==> src/rtl/seq_step_controller_if.sv <==
// Button inputs and step/mode outputs between the push-button front end
// and the up/down sequence state machine.
interface seq_step_controller_if;
    logic       btn_up;
    logic       btn_down;
    logic       btn_auto;
    logic       btn_blank;
    logic       step_up;
    logic       step_down;
    logic [1:0] mode;

    modport master (
        output btn_up, btn_down, btn_auto, btn_blank,
        input  step_up, step_down, mode
    );

    modport slave (
        input  btn_up, btn_down, btn_auto, btn_blank,
        output step_up, step_down, mode
    );
endinterface

==> src/rtl/seq_step_controller.sv <==
// Debounced push-button front end producing single-cycle UP/DOWN pulses for the
// 9-digit sequence machine. Define AUTOREPEAT_EN for hold-to-repeat in MANUAL.
module seq_step_controller #(
    parameter logic [15:0] DEB_CYCLES = 16'd50000,
    parameter logic [31:0] TICK_DIV   = 32'd25000000,
    parameter int          CNT_W      = 32
) (
    input logic                  clock,
    input logic                  reset,
    seq_step_controller_if.slave bus
);

    typedef enum logic [1:0] {
        MANUAL    = 2'b00,
        AUTO_UP   = 2'b01,
        AUTO_DOWN = 2'b10
    } mode_t;

    localparam logic [15:0]      DEB_LAST  = DEB_CYCLES - 16'd1;
    localparam logic [CNT_W-1:0] TICK_LAST = CNT_W'(TICK_DIV - 32'd1);
    localparam logic [CNT_W-1:0] CNT_ONE   = CNT_W'(1);

    // Bit order for all per-button vectors: 0 up, 1 down, 2 auto, 3 blank.
    logic [3:0]  btn_raw;
    logic [3:0]  sync_p0;
    logic [3:0]  sync_p1;
    logic [3:0]  deb_p2;
    logic [3:0]  deb_p3;
    logic [15:0] deb_cnt [4];

    logic [3:0]       ev;
    logic             ev_up, ev_down, ev_auto, ev_blank;
    logic             rep_hold;
    logic             count_en;
    logic             tick;
    logic [CNT_W-1:0] presc;
    mode_t            mode;
    mode_t            dir_nxt;
    logic             step_up_q;
    logic             step_down_q;

    assign btn_raw = {bus.btn_blank, bus.btn_auto, bus.btn_down, bus.btn_up};

    // Stages p0/p1: two-flop synchroniser; p2: debounced level; p3: delayed level for edge detect
    always_ff @(posedge clock) begin
        if (reset) begin
            sync_p0 <= '0;
            sync_p1 <= '0;
            deb_p2  <= '0;
            deb_p3  <= '0;
            for (int i = 0; i < 4; i++) deb_cnt[i] <= '0;
        end else begin
            sync_p0 <= btn_raw;
            sync_p1 <= sync_p0;
            deb_p3  <= deb_p2;
            for (int i = 0; i < 4; i++) begin
                if (sync_p1[i] == deb_p2[i]) begin
                    deb_cnt[i] <= '0;
                end else if (deb_cnt[i] == DEB_LAST) begin
                    deb_p2[i]  <= sync_p1[i];
                    deb_cnt[i] <= '0;
                end else begin
                    deb_cnt[i] <= deb_cnt[i] + 16'd1;
                end
            end
        end
    end

    assign ev       = deb_p2 & ~deb_p3;
    assign ev_up    = ev[0];
    assign ev_down  = ev[1];
    assign ev_auto  = ev[2];
    assign ev_blank = ev[3];

`ifdef AUTOREPEAT_EN
    // Exactly one of up/down held in MANUAL keeps the prescaler running.
    assign rep_hold = (mode == MANUAL) && (deb_p2[0] ^ deb_p2[1]);
`else
    assign rep_hold = 1'b0;
`endif

    assign count_en = (mode != MANUAL) || rep_hold;
    assign tick     = count_en && (presc == TICK_LAST);

    // A button press in auto mode retargets the direction before any same-cycle tick.
    always_comb begin
        dir_nxt = mode;
        if (ev_up)        dir_nxt = AUTO_UP;
        else if (ev_down) dir_nxt = AUTO_DOWN;
    end

    // Stage p4: arbitration and registered step outputs
    always_ff @(posedge clock) begin
        if (reset) begin
            mode        <= MANUAL;
            presc       <= '0;
            step_up_q   <= 1'b0;
            step_down_q <= 1'b0;
        end else begin
            step_up_q   <= 1'b0;
            step_down_q <= 1'b0;
            if (ev_blank || (ev_up && ev_down)) begin
                step_up_q   <= 1'b1;
                step_down_q <= 1'b1;
                mode        <= MANUAL;
                presc       <= '0;
            end else if (ev_auto) begin
                mode  <= (mode == MANUAL) ? AUTO_UP : MANUAL;
                presc <= '0;
            end else if (mode == MANUAL) begin
                if (ev_up) begin
                    step_up_q <= 1'b1;
                    presc     <= '0;
                end else if (ev_down) begin
                    step_down_q <= 1'b1;
                    presc       <= '0;
                end else if (tick) begin
                    step_up_q   <= deb_p2[0];
                    step_down_q <= deb_p2[1];
                    presc       <= '0;
                end else begin
                    presc <= count_en ? presc + CNT_ONE : '0;
                end
            end else begin
                mode <= dir_nxt;
                if (tick) begin
                    step_up_q   <= (dir_nxt == AUTO_UP);
                    step_down_q <= (dir_nxt == AUTO_DOWN);
                    presc       <= '0;
                end else begin
                    presc <= presc + CNT_ONE;
                end
            end
        end
    end

    assign bus.step_up   = step_up_q;
    assign bus.step_down = step_down_q;
    assign bus.mode      = mode;

endmodule

==> src/flat_wrapper.sv <==
// flat-port wrapper written by rule: the top's interface ports become plain ports
module seq_step_controller_flat 
#(
    parameter logic [15:0] DEB_CYCLES = 16'd50000,
    parameter logic [31:0] TICK_DIV   = 32'd25000000,
    parameter int          CNT_W      = 32
)
  (clock, reset, bus_btn_up, bus_btn_down, bus_btn_auto, bus_btn_blank, bus_step_up, bus_step_down, bus_mode);
  seq_step_controller_if bus_i ();
  input logic clock;
  input logic reset;
  input wire logic [$bits(bus_i.btn_up)-1:0] bus_btn_up;
  input wire logic [$bits(bus_i.btn_down)-1:0] bus_btn_down;
  input wire logic [$bits(bus_i.btn_auto)-1:0] bus_btn_auto;
  input wire logic [$bits(bus_i.btn_blank)-1:0] bus_btn_blank;
  output wire logic [$bits(bus_i.step_up)-1:0] bus_step_up;
  output wire logic [$bits(bus_i.step_down)-1:0] bus_step_down;
  output wire logic [$bits(bus_i.mode)-1:0] bus_mode;
  assign bus_i.btn_up = bus_btn_up;
  assign bus_i.btn_down = bus_btn_down;
  assign bus_i.btn_auto = bus_btn_auto;
  assign bus_i.btn_blank = bus_btn_blank;
  assign bus_step_up = bus_i.step_up;
  assign bus_step_down = bus_i.step_down;
  assign bus_mode = bus_i.mode;
  seq_step_controller #(.DEB_CYCLES(DEB_CYCLES), .TICK_DIV(TICK_DIV), .CNT_W(CNT_W)) u_core (.clock(clock), .reset(reset), .bus(bus_i));
endmodule
==> config.mk <==
export PLATFORM = sky130hd
export DESIGN_NAME = seq_step_controller_flat
export DESIGN_NICKNAME = d
export VERILOG_FILES = /design/src/rtl/seq_step_controller_if.sv /design/src/rtl/seq_step_controller.sv /design/src/flat_wrapper.sv
export SDC_FILE = /design/constraint.sdc
export NUM_CORES = 1
export LEC_CHECK = 0
export BUFFER_PORTS_ARGS = -buffer_cell sky130_fd_sc_hd__buf_4
export CORE_MARGIN = 2
export CORE_UTILIZATION = 30
export CTS_CLUSTER_SIZE = 40
export DETAILED_ROUTE_END_ITERATION = 16
export HOLD_SLACK_MARGIN = 0.06
export PLACE_DENSITY_LB_ADDON = 0.05
export RECOVER_POWER = 25
export SYNTH_ARGS = -nofsm -noshare
export SYNTH_HDL_FRONTEND = slang
export SYNTH_SLANG_ARGS = --single-unit
==> constraint.sdc <==
create_clock -name clock -period 3.1 [get_ports clock]
set_clock_uncertainty 0.05 [all_clocks]
set_input_delay 0 -clock clock [delete_from_list [all_inputs] [get_ports clock]]
set_output_delay 0 -clock clock [all_outputs]
set_load 0.03 [all_outputs]
==> metrics <==
adder-cell area share of the yosys netlist 1.086%; post-synth top area share between 30% and 40%; Post-Synthesis Cells approximately 550; FP Rows 50; vias in the first global route roughly 3900; die height between 100 and 150 um; Starting DRT DRC Count ~160; Max rail drop VDD 371.7 uV; Clock transition at path regs 0.06 ns; CP Cell Sequence ha_1 > nand3_1 > nor2_1 > nand4_1 > nor2_2 > or4b_4 > buf_12 > nor2_4; share of cells above drive strength 1 11.40%; fin crit period around 2.5 ns; sequential share of the synthesized area about half; WP data required about 3.4 ns; Worst setup EP type flop; maximum buffer depth of the clock tree 2; via count 3838; drt pass-1 iters 4; Post-synth top cells 92 x nor2_1, 64 x edfxtp_1, 52 x dfxtp_1; largest family of logic cells by synthesized area simple AND/OR/NAND/NOR gates; initial antenna violation count 0; Sink Count about 120; Overflow after GRT 0; largest area contributor in the netlist edfxtp_1; DIE AREA between 0.02 and 0.025 sq mm; DP HPWL just over 7000 um; Distinct cells, synth 44; Avg Inst Size Synth between 10 and 15 sq um; RD Place Congestion around 0.72; Pwr Density between 500 and 600 mW/mm^2; delay-heaviest family, CP simple AND/OR/NAND/NOR gates; Slew HR 31.58%; CTS buffer count 17; setup ws final 0.6371 ns; post-synthesis mux area share less than 1%; outcome finished clean; Setup TNS Final 0 ns; Synth async-reset ratio 0%; Core ar. between 0.015 and 0.02 sq mm; Area Overhead vs Synth 19.97%; Startpoint Class flop; crit path DAT 2.71 ns; largest net degree at the start of global routing 25; clk root buf clkbuf_16; HP Class flop to flop; WHS 0.3870 ns; slowest stage delay, CP 0.42 ns; top cells by area, synth edfxtp_1 33%, dfxtp_1 18%, xor2_1 6.8%; CP Buf/Inv Count 1; worst-path fanout max 17; CTS tree yes; Final Core Density a little under two fifths; max_cap viols 0; antenna cells 0; Port Buffers 9; Slew Limit Fails 0; most frequent cell after synthesis nor2_1; final WL around 10000 um; Synth Area in XOR/XNOR between 10% and 20%; average via count per standard cell around 4.3; fmax slightly above 400 MHz; io pins 10; final setup vio count 0; Leak 2.330 nW; slowest CP cell or4b_4; synthesized cell area 0.005763 sq mm; gr usage total a little under an eighth; CTS HTree Levels 4; final hold viol count 0; worst slew pin tran approximately 1 ns; critical path class flop to flop; Die W approximately 140 um; compound-cell area share of the yosys netlist 1.563%; global-route wire length before repair between 15000 and 20000 um; per-cell routed wire length between 10 and 15 um; flops & latches, synth around 120; Skew-Pair Late Insertion Delay between 0.4 and 0.5 ns; RSZ-0062 raised after global routing false; DRC 0; simple-gate portion of the synthesized area 29.05%; number of synthesized flops with an enable pin between 60 and 70; Layout Nets 647; initial core utilization between 30% and 40%; Routed Antenna Nets 0; YS warnings 0; setup bufs post-CTS 0; Most used DFF post-synth edfxtp_1; total power about 3.7 mW; period utilization between 70% and 80%; pre-CTS setup slack just under 0.7 ns; post-CTS sizing 0
-- area by class of cell --
| cell class | count | area, sq um |
|---|---|---|
| fillers | 1923 | 11850 |
| multi-input cells | 469 | 2873 |
| clock inverters | 11 | 107.6 |
| inverters | 13 | 48.80 |
| well taps | 234 | 292.8 |
| repair buffers | 19 | 158.9 |
| clock buffers | 21 | 470.5 |
| flip-flops and latches | 116 | 2963 |
-- metrics by stage --
step | cell area (sq um) | std cells
2_1_floorplan | 6000 | 611
3_3_place_gp | 6270 | 842
3_5_place_dp | 6270 | 842
4_1_cts | 6938 | 883
5_1_grt | 6914 | 883
6_report | 6914 | 883
-- repair_timing --
| action | 4_1_cts | 5_1_grt |
|---|---|---|
| setup endpoints to repair | 0 | 0 |
| hold buffers | 9 | 0 |
| hold endpoints to repair | 19 | 0 |
-- registers in the layout, indices dropped and copies added, names as in the netlist --
signal                cells
u_core.bus.mode           2
u_core.bus.step_down      1
u_core.bus.step_up        1
u_core.deb_cnt           64
u_core.deb_p2             4
u_core.deb_p3             4
u_core.presc             32
u_core.sync_p0            4
u_core.sync_p1            4
-- layout by cell type (no fill, tap or decap), drive strengths merged --
| master | instances |
|---|---|
| a21oi | 7 |
| ha | 5 |
| o21ai | 3 |
| xnor2 | 43 |
| nand2 | 35 |
| inv | 13 |
| nand3b | 1 |
| edfxtp | 64 |
| dfxtp | 52 |
| a2bb2oi | 1 |
| clkinv | 7 |
| nand3 | 31 |
| mux2i | 4 |
| nor2 | 124 |
| and4 | 3 |
| nor4 | 8 |
| clkinvlp | 2 |
| nor3b | 1 |
| nand4 | 18 |
| nand4b | 1 |
| clkbuf | 26 |
| xor2 | 45 |
| nand2b | 4 |
| nor4b | 2 |
| nand4bb | 1 |
| dlygate4sd3 | 9 |
| nor3 | 19 |
| o22ai | 4 |
| conb | 64 |
| and2 | 4 |
| a31oi | 1 |
| or3 | 5 |
| nor2b | 15 |
| or4b | 1 |
| buf | 5 |
| bufinv | 2 |
| and3 | 19 |
-- final timing paths --
path / startpoint / to / slack, ns / depth (start not counted)
setup / recovery: u_core.presc[0]$_SDFF_PP0_ / u_core.presc[16]$_SDFF_PP0_ / 0.64 / 8
hold / removal: u_core.sync_p0[1]$_SDFF_PP0_ / u_core.sync_p1[1]$_SDFF_PP0_ / 0.39 / 1
setup reg to reg: u_core.presc[0]$_SDFF_PP0_ / u_core.presc[16]$_SDFF_PP0_ / 0.64 / 8
hold reg to reg: u_core.sync_p0[1]$_SDFF_PP0_ / u_core.sync_p1[1]$_SDFF_PP0_ / 0.39 / 1
-- cells by family after synthesis --
group / count (synthesis)
AOI/OAI and AO/OA: 16
buffers and inverters: 26
xor gates and xnor gates: 88
adders and majority gates: 5
muxes: 4
other: 1
and+or+nand+nor: 292
DFF: 116
-- metal layers --
| layer | vias up | GRT usage (%) | part of all wire, % |
|---|---|---|---|
| li1 | 2001 | - | - |
| met1 | 1799 | 14.56 | 49 |
| met2 | 27 | 17.94 | 46 |
| met4 | 0 | 4.690 | 1.4 |
| met5 | - | 0 | 0 |
| met3 | 11 | 3.802 | 3.3 |
-- power by group --
group / leakage (nW) / internal (mW) / switching (mW) / total [mW]
logic: 0.966 / 0.0426 / 0.0488 / 0.0913
registers: 1.08 / 1.66 / 0.0390 / 1.70
clock network: 0.283 / 1.23 / 0.682 / 1.91
Power figures use the tool's default switching activity.
